## src/rtl/uart_bus_master.sv

```systemverilog
// UART byte-command to 32-bit valid/ready bus bridge ('R' read, 'W' write, else '?').
// Optional bus timeout enabled by defining BUS_MASTER_TIMEOUT_EN.
module uart_bus_master #(
    parameter logic [31:0] TIMEOUT_CYCLES = 32'd1024
) (
    input  logic        clk,
    input  logic        rst_n,
    input  logic        rx_valid,
    input  logic [7:0]  rx_data,
    output logic        rx_ready,
    output logic        tx_valid,
    output logic [7:0]  tx_data,
    input  logic        tx_ready,
    output logic        mem_valid,
    output logic [31:0] mem_addr,
    output logic [31:0] mem_wdata,
    output logic [3:0]  mem_wstrb,
    input  logic        mem_ready,
    input  logic [31:0] mem_rdata
);
    typedef enum logic [2:0] {IDLE, ADDR, DATA, BUS, RESP} state_t;

    state_t      state_q, state_d;
    logic [1:0]  cnt_q, cnt_d;
    logic [31:0] addr_q, addr_d;
    logic [31:0] wdata_q, wdata_d;
    logic [31:0] rdata_q, rdata_d;
    logic        is_write_q, is_write_d;
    logic        mem_valid_q, mem_valid_d;
    logic        tx_valid_q, tx_valid_d;
    logic [7:0]  tx_data_q, tx_data_d;
    logic        rx_ready_q, rx_ready_d;
    logic        rx_fire;
    logic        tx_fire;
    logic        bus_done;
    logic        bus_timeout;

`ifdef BUS_MASTER_TIMEOUT_EN
    logic [31:0] to_cnt_q, to_cnt_d;
`else
    logic unused_timeout_cfg;
    assign unused_timeout_cfg = ^TIMEOUT_CYCLES;
`endif

    assign rx_fire  = rx_valid && rx_ready_q;
    assign tx_fire  = tx_valid_q && tx_ready;
    assign bus_done = mem_valid_q && mem_ready;

`ifdef BUS_MASTER_TIMEOUT_EN
    // Fires on the cycle the stall count would reach the limit, so mem_valid
    // is high for exactly TIMEOUT_CYCLES cycles.
    assign bus_timeout = mem_valid_q && !mem_ready &&
                         (({1'b0, to_cnt_q} + 33'd1) >= {1'b0, TIMEOUT_CYCLES});
`else
    assign bus_timeout = 1'b0;
`endif

    always_comb begin
        state_d     = state_q;
        cnt_d       = cnt_q;
        addr_d      = addr_q;
        wdata_d     = wdata_q;
        rdata_d     = rdata_q;
        is_write_d  = is_write_q;
        mem_valid_d = mem_valid_q;
        tx_valid_d  = tx_valid_q;
        tx_data_d   = tx_data_q;
        rx_ready_d  = rx_ready_q;
`ifdef BUS_MASTER_TIMEOUT_EN
        to_cnt_d    = '0;
`endif
        case (state_q)
            IDLE: begin
                rx_ready_d = 1'b1;
                if (rx_fire) begin
                    cnt_d = '0;
                    if (rx_data == 8'h52 || rx_data == 8'h57) begin
                        is_write_d = (rx_data == 8'h57);
                        state_d    = ADDR;
                    end else begin
                        tx_data_d  = 8'h3F;
                        tx_valid_d = 1'b1;
                        rx_ready_d = 1'b0;
                        state_d    = RESP;
                    end
                end
            end
            ADDR, DATA: begin
                if (rx_fire) begin
                    if (state_q == ADDR) addr_d  = {addr_q[23:0], rx_data};
                    else                 wdata_d = {wdata_q[23:0], rx_data};
                    cnt_d = cnt_q + 2'd1;
                    if (cnt_q == 2'd3) begin
                        if (state_q == ADDR && is_write_q) begin
                            state_d = DATA;
                        end else begin
                            state_d     = BUS;
                            rx_ready_d  = 1'b0;
                            mem_valid_d = 1'b1;
                        end
                    end
                end
            end
            BUS: begin
`ifdef BUS_MASTER_TIMEOUT_EN
                to_cnt_d = (mem_valid_q && !mem_ready) ? to_cnt_q + 32'd1 : to_cnt_q;
`endif
                if (bus_done) begin
                    mem_valid_d = 1'b0;
                    tx_valid_d  = 1'b1;
                    state_d     = RESP;
                    if (is_write_q) begin
                        tx_data_d = 8'h4B;
                        cnt_d     = 2'd0;
                    end else begin
                        tx_data_d = mem_rdata[31:24];
                        rdata_d   = {mem_rdata[23:0], 8'h00};
                        cnt_d     = 2'd3;
                    end
                end else if (bus_timeout) begin
                    mem_valid_d = 1'b0;
                    tx_valid_d  = 1'b1;
                    tx_data_d   = 8'h54;
                    cnt_d       = 2'd0;
                    state_d     = RESP;
                end
            end
            RESP: begin
                // cnt counts response bytes still to send after the current one
                if (tx_fire) begin
                    if (cnt_q == 2'd0) begin
                        tx_valid_d = 1'b0;
                        rx_ready_d = 1'b1;
                        state_d    = IDLE;
                    end else begin
                        cnt_d     = cnt_q - 2'd1;
                        tx_data_d = rdata_q[31:24];
                        rdata_d   = {rdata_q[23:0], 8'h00};
                    end
                end
            end
            default: state_d = IDLE;
        endcase
    end

    always_ff @(posedge clk) begin
        if (!rst_n) begin
            state_q     <= IDLE;
            cnt_q       <= '0;
            addr_q      <= '0;
            wdata_q     <= '0;
            rdata_q     <= '0;
            is_write_q  <= 1'b0;
            mem_valid_q <= 1'b0;
            tx_valid_q  <= 1'b0;
            tx_data_q   <= '0;
            rx_ready_q  <= 1'b0;
`ifdef BUS_MASTER_TIMEOUT_EN
            to_cnt_q    <= '0;
`endif
        end else begin
            state_q     <= state_d;
            cnt_q       <= cnt_d;
            addr_q      <= addr_d;
            wdata_q     <= wdata_d;
            rdata_q     <= rdata_d;
            is_write_q  <= is_write_d;
            mem_valid_q <= mem_valid_d;
            tx_valid_q  <= tx_valid_d;
            tx_data_q   <= tx_data_d;
            rx_ready_q  <= rx_ready_d;
`ifdef BUS_MASTER_TIMEOUT_EN
            to_cnt_q    <= to_cnt_d;
`endif
        end
    end

    assign rx_ready  = rx_ready_q;
    assign tx_valid  = tx_valid_q;
    assign tx_data   = tx_data_q;
    assign mem_valid = mem_valid_q;
    assign mem_addr  = {addr_q[31:2], 2'b00};
    assign mem_wdata = wdata_q;
    assign mem_wstrb = {4{is_write_q}};

endmodule
```

## config.mk

```make
export PLATFORM = sky130hd
export DESIGN_NAME = uart_bus_master
export DESIGN_NICKNAME = d
export VERILOG_FILES = /design/src/rtl/uart_bus_master.sv
export SDC_FILE = /design/constraint.sdc
export NUM_CORES = 1
export LEC_CHECK = 0
export CORE_MARGIN = 1.5
export CORE_UTILIZATION = 40
export DETAILED_ROUTE_END_ITERATION = 10
export PLACE_DENSITY = 0.69
export SKIP_CTS_REPAIR_TIMING = 1
export SLEW_MARGIN = 5
export SYNTH_ARGS = -nofsm -noshare
export SYNTH_HDL_FRONTEND = slang
export SYNTH_SLANG_ARGS = --single-unit
```

## constraint.sdc

```tcl
create_clock -name clk -period 3.9 [get_ports clk]
set_clock_uncertainty 0.2 [all_clocks]
set_input_delay 0.78 -clock clk [delete_from_list [all_inputs] [get_ports clk]]
set_output_delay 0.78 -clock clk [all_outputs]
set_load 0.01 [all_outputs]
```

==> summary.txt, run 1 <==
Power and ir drop
  – Combinational power share: a little over a fifth
  – Tot Pwr: 2730 uW
  – Reg power frac: 44.1%
  – Sw power: 816 uW
  – Clock power share: 34.7%
  – LEAKAGE: 0.00193 uW
  – Switching share of power: ~30%
  – Internal Power: 1910 uW
  – Power Density: 457 nW/um^2
  – VDD IR-drop max: roughly 300 uV

Timing
  – FMAX: 354 MHz
  – Hold Fails Final Rpt: 0
  – Worst slew pin tran: 1.09 ns
  – Setup violators final: 0
  – Max-slew violations: 0
  – Ratio of final minimum period to clock period: between 70% and 80%
  – RSZ-0062 raised after global routing: no
  – TNS Setup: 0 ns
  – Relative slew slack: 27.5%
  – Final min period: 2.83 ns

Place
  – Placer congestion estimate: 0.811
  – I/O Buffers: 121
  – Final HPWL DP: 7.54 mm

Logic synthesis
  – Instance count of the mapped netlist: 581
  – Most used DFF post-synth: dfxtp_1
  – Mean post-synth cell area: 8.02 sq um
  – Ys async rst share: 0%
  – Top cells by area, synth: dfxtp_1 (45%), nand2_1 (15%), a21oi_1 (8.1%)
  – Post-synthesis sequential area ratio: around 45%
  – Yosys top cell by area: dfxtp_1
  – Post-synthesis cell area: 4660 sq um
  – YS warnings: 0
  – Count leader, synth: nand2_1
  – Synth cell types: 54
  – Top-area cell type share of the netlist area: 45.1%
  – Commonest cells in the netlist: nand2_1 (181), dfxtp_1 (105), a21oi_1 (75), buf_4 (38), clkbuf_1 (33)
  – Number of synthesized flops with an enable pin: 0
  – Register bit total from synthesis: approximately 110

Setup path
  – Worst-path fanout max: 40
  – Critical Path Source Type: flip-flop
  – Internal reg-to-reg setup slack: approximately 1.1 ns
  – Critical Path End Type: flip-flop
  – Setup CP Type: flip-flop to flip-flop
  – CP Data Arrival Time: about 2.9 ns
  – CP Data Required Time: 3.94 ns
  – Crit-path slowest cell: dfxtp_1
  – Crit-path cells: or3b_1, buf_4, nor2_4, o21a_4, nor2_1, a311oi_2
  – Crit path largest cell delay: 0.80 ns

Global route
  – GRT Total Usage: between 10% and 20%
  – First-pass GRT wire length: 18.5 mm
  – Largest net degree at the start of global routing: 41
  – Vias in the first global route: 3815
  – Initial antenna violation count: 0
  – Grt ovf: 0

Final layout
  – Layout cells sized above 1: 8.33%
  – Syn-to-layout area delta: 28.1%
  – # nets final: roughly 690
  – Ant diodes: 0
  – Final Util: between 50% and 60%

Clock tree
  – Clk slew on worst S/H paths: 0.07 ns
  – CTS Buffer Depth: 2
  – CTS tree: built
  – Latest clock arrival within the worst-skew pair: 0.34 ns
  – Clk root buf: clkbuf_16
  – TritonCTS buffer count: 9
  – H-tree depth: 3
  – Clk sinks: 105

Drt
  – Wirelength per Cell: 14.1 um
  – Vias: ~4100
  – Final antenna-violating net count: 0
  – Post-route DRC: 0
  – Drt pass-1 iters: 5
  – Initial DRC Count: 208
  – Vias/cell: 5.12
  – Drt total wl: 11.2 mm

Floorplanning
  – Initial Util: roughly two fifths
  – I/O pin cnt: 124
  – Die width: 111 um
  – Die height: 111 um
  – Die ar.: ~12000 sq um
  – Site Rows: 39
  – Core Footprint: 11400 sq um

Outcome
  – Outcome: finished clean

Run
  – Max Cap Viol: 0

Min path
  – Worst Hold Class: flip-flop to flip-flop
==> worst paths after layout <==
check	start	to	cells after the start
max reg2reg	state_q[2]	rdata_q[29]	6
max	state_q[2]	rdata_q[29]	6
min reg2reg	addr_q[0]	addr_q[8]	2
min	addr_q[0]	addr_q[8]	2
==> cells in the final DEF (no fill, tap or decap), types with 2 or more instances in the layout <==
master,count
conb_1,2
nand2_1,181
o31ai_1,2
clkbuf_16,9
and2_1,2
nand2b_1,5
nor2_1,24
mux2i_1,2
o221ai_1,7
clkdlybuf4s50_1,121
clkinvlp_4,2
nor2b_1,4
o21ai_1,2
a31oi_1,2
a21boi_0,3
nor3_2,2
o21ai_0,13
xor2_1,2
nand3_1,17
nor3_1,3
a311oi_2,16
a21oi_1,75
buf_4,8
or3_1,3
o211ai_1,2
dfxtp_1,105
==> sequential cells by signal (all words and copies together), names as in the netlist <==
| name | cells |
|---|---|
| cnt_q | 2 |
| tx_valid | 1 |
| rdata_q | 24 |
| rx_ready | 1 |
| mem_wdata | 32 |
| addr_q | 32 |
| mem_valid | 1 |
| state_q | 3 |
| is_write_q | 1 |
| tx_data | 8 |
==> metal layers <==
metal	wire length (um)	track usage, %	vias up
li1	-	-	2048
met1	5160	24.2	1865
met2	5300	29.5	122
met3	522	3.17	17
met4	172	5.81	0
met5	0	0	-
==> kinds of logic after synthesis <==
group | after synthesis | share of synthesized area, %
xor+xnor | 2 | 0.376
mux | 2 | 0.430
simple gates | 255 | 23.3
flops | 105 | 45.1
buf+inv | 80 | 10.1
other cells | 1 | 0.0805
compound gates | 136 | 20.6
==> worst max-delay path, delay by kind of cell (launching register included) <==
kind / cells / cell delay [ns]
compound gates: 2 / 0.71
flops: 1 / 0.80
simple gates: 3 / 0.73
buf+inv: 1 / 0.27
==> metrics by stage <==
step	setup slack, ns	hold slack, ns	area, sq um	cells
finish	1.07	0.254	5970	791
global route	0.873	0.269	5970	791
CTS	1.08	0.253	5970	791
detailed placement	0.868	0.242	5660	775
global placement	0.904	0.240	5660	775
floorplan	1.70	0.232	4660	582
==> final cells by class <==
class / instances / area [sq um]
clock buffers: 10 / 239
clock inverters: 6 / 73.8
fillers: 1133 / 5400
inverters: 1 / 5.00
multi-input cells: 397 / 2100
flip-flops and latches: 105 / 2100
well taps: 143 / 179
repair buffers: 129 / 1270
==> power by group through the flow <==
stage          combinational (uW)  clock, uW  sequential (uW)
6_report                      578        945             1200
4_1_cts                       580        967             1200
3_5_place_dp                  579          0             1230
3_3_place_gp                  567          0             1220
5_1_grt                       638       1000             1210
2_1_floorplan                 402          0             1210
No activity file was read; power rests on OpenSTA's default activity.
==> inputs of run 2 (changes only) <==
--- a/config.mk
+++ b/config.mk
@@ -8,7 +8,7 @@
 export CORE_MARGIN = 1.5
 export CORE_UTILIZATION = 40
 export DETAILED_ROUTE_END_ITERATION = 10
-export PLACE_DENSITY = 0.69
+export PLACE_DENSITY = 0.72
 export SKIP_CTS_REPAIR_TIMING = 1
 export SLEW_MARGIN = 5
 export SYNTH_ARGS = -nofsm -noshare
==> constraint.sdc (replaced) <==
create_clock -name clk -period 2.4 [get_ports clk]
set_clock_uncertainty 0.2 [all_clocks]
set_input_delay 0.48 -clock clk [delete_from_list [all_inputs] [get_ports clk]]
set_output_delay 0.48 -clock clk [all_outputs]
set_load 0.01 [all_outputs]
==> run 2 against run 1 <==
Via count is 3.4% higher. Die area did not move. Hold slack lost 0.00058 ns. Combinational power increased by 90%. Core utilization grew 2.0 points. Global-route usage up 0.58 points.
==> summary.txt, run 2 (same netlist as run 1, synthesis figures left out) <==
Outcome
  – Outcome: finished clean

Final layout
  – Filler cells: 1090 (-3.8%)
  – Most frequent cells in the layout: nand2_1 (181), clkdlybuf4s50_1 (121), dfxtp_1 (105)
  – Ant diodes: 0 (unchanged)
  – # nets final: 705 (+2.5%)
  – Most common cell after layout, fill and taps aside: nand2_1
  – Finished Layout Cells: 808 (+2.1%)
  – Post-route cell area: 6200 sq um (+3.8%)
  – Layout cells sized above 1: 10.7% (+2.3 points)
  – Syn-to-layout area delta: 33.0%

Setup path
  – CP Data Arrival Time: 1.50 ns (-1.37 ns)
  – Critical Path End Type: primary output
  – Crit-path slowest cell: clkdlybuf4s50_1
  – Setup CP Type: flip-flop to primary output
  – Buf/Inv on CP: 1 (unchanged)
  – CP Data Required Time: 1.72 ns (-2.22 ns)
  – Critical Path Source Type: flip-flop
  – Worst-path fanout max: 10 (-75%)
  – Crit-path cells: clkdlybuf4s50_1
  – Top delay family on crit path: buffers and inverters
  – Crit path largest cell delay: 0.61 ns (-0.19 ns)

Power and ir drop
  – Reg power frac: 42.4% (-1.7 points)
  – Switching share of power: 29.6% (-0.39 points)
  – VDD IR-drop max: 374 uV (+23%)
  – Combinational power share: 24.3% (+3.1 points)
  – Sw power: 1340 uW (+64%)
  – Internal Power: 3200 uW (+68%)
  – LEAKAGE: 0.00205 uW (+6.3%)
  – Power Density: 733 nW/um^2 (+60%)
  – Clock power share: 33.4% (-1.3 points)

Global route
  – First-pass GRT wire length: 18.8 mm (+1.7%)
  – Grt ovf: 0 (unchanged)
  – GRT Total Usage: 18.6% (+0.58 points)
  – Largest net degree at the start of global routing: 92 (+120%)
  – Vias in the first global route: 3838 (+0.60%)
  – Initial antenna violation count: 0 (unchanged)

Min path
  – Worst Hold Class: flip-flop to flip-flop

Floorplanning
  – Die ar.: 12300 sq um (unchanged)
  – Core Footprint: 11400 sq um (unchanged)
  – Die height: 111 um (unchanged)
  – Site Rows: 39 (unchanged)
  – Die width: 111 um (unchanged)
  – I/O pin cnt: 124 (unchanged)
  – Initial Util: 41.0% (unchanged)

Place
  – Placed insts: 792 (+2.2%)
  – Placer congestion estimate: 0.803 (-1.0%)
  – I/O Buffers: 121 (unchanged)
  – Area post-placement: 5880 sq um (+4.0%)
  – Final HPWL DP: 7.90 mm (+4.7%)

Timing
  – Fin Hold WS: 0.253 ns (-0.000578 ns)
  – Final min period: roughly 2.2 ns
  – RSZ-0062 raised after global routing: no
  – FMAX: around 460 MHz
  – Ratio of final minimum period to clock period: 90.9%
  – Setup violators final: 0 (unchanged)
  – Worst slew pin tran: 0.656 ns (-0.432 ns)
  – Max-slew violations: 0 (unchanged)
  – Hold Fails Final Rpt: 0 (unchanged)
  – Relative slew slack: 56.0% (+28 points)

Clock tree
  – H-tree depth: 3 (unchanged)
  – Latest clock arrival within the worst-skew pair: 0.34 ns (about the same)
  – Clk sinks: 105 (unchanged)
  – CTS tree: built
  – Clk slew on worst S/H paths: 0.07 ns (about the same)
  – Clk root buf: clkbuf_16
  – TritonCTS buffer count: 9 (unchanged)
  – CTS Buffer Depth: 2 (unchanged)

Drt
  – Vias: 4190 (+3.4%)
  – Drt pass-1 iters: 8 (+3)
  – Vias/cell: 5.19 (+1.2%)
  – Drt total wl: 11.4 mm (+2.2%)
  – Wirelength per Cell: 14.1 um (about the same)
  – Final antenna-violating net count: 0 (unchanged)
  – Post-route DRC: 0 (unchanged)
  – Initial DRC Count: 294 (+41%)

Run
  – Max Cap Viol: 0 (unchanged)
[run 2: path summary, 6_finish.rpt]
check             slack (ns)   startpoint  cells after the start           end
hold / removal          0.25  rdata_q[13]                      2   rdata_q[13]
setup reg to reg        0.24   state_q[0]                      6   rdata_q[24]
hold reg to reg         0.25  rdata_q[13]                      2   rdata_q[13]
setup / recovery        0.22   is_write_q                      1  mem_wstrb[0]
[run 2: metrics by stage]
stage	total power (uW)	setup WS, ns	TNS (ns)	util, %
2_1_floorplan	2620	0.501	0	-
6_report	4540	0.220	0	54.5
3_5_place_dp	3060	-0.115	-0.476	51.8
4_1_cts	4570	0.196	0	54.5
3_3_place_gp	3020	-0.0113	-0.0559	51.8
5_1_grt	4780	0.0165	0	54.5
[run 2: layout make-up]
class | count | area [sq um] | share of cell area (%)
Timing Repair Buffer | 146 | 1500 | 24.2
Sequential cell | 105 | 2100 | 33.9
Multi-Input combinational cell | 397 | 2100 | 33.9
Clock inverter | 6 | 73.8 | 1.19
Clock buffer | 10 | 239 | 3.86
Tap cell | 143 | 179 | 2.89
Inverter | 1 | 5.00 | 0.0808
[run 2: per-layer routing]
layer / share of wire (%) / vias to the layer above / GRT usage [%] / wire [um]
met2: 48 / 119 / 30.1 / 5430
met4: 1.7 / 0 / 7.52 / 189
met3: 4.9 / 14 / 2.84 / 558
met5: 0 / - / 0 / 0
li1: - / 2083 / - / -
met1: 46 / 1974 / 24.9 / 5220
[run 2: power by group through the flow]
stage	combinational [uW]	sequential, uW	clock (uW)
floorplan	653	1960	0
global route	1200	1940	1630
detailed placement	1090	1960	0
CTS	1100	1920	1550
global placement	1060	1960	0
finish	1100	1920	1520
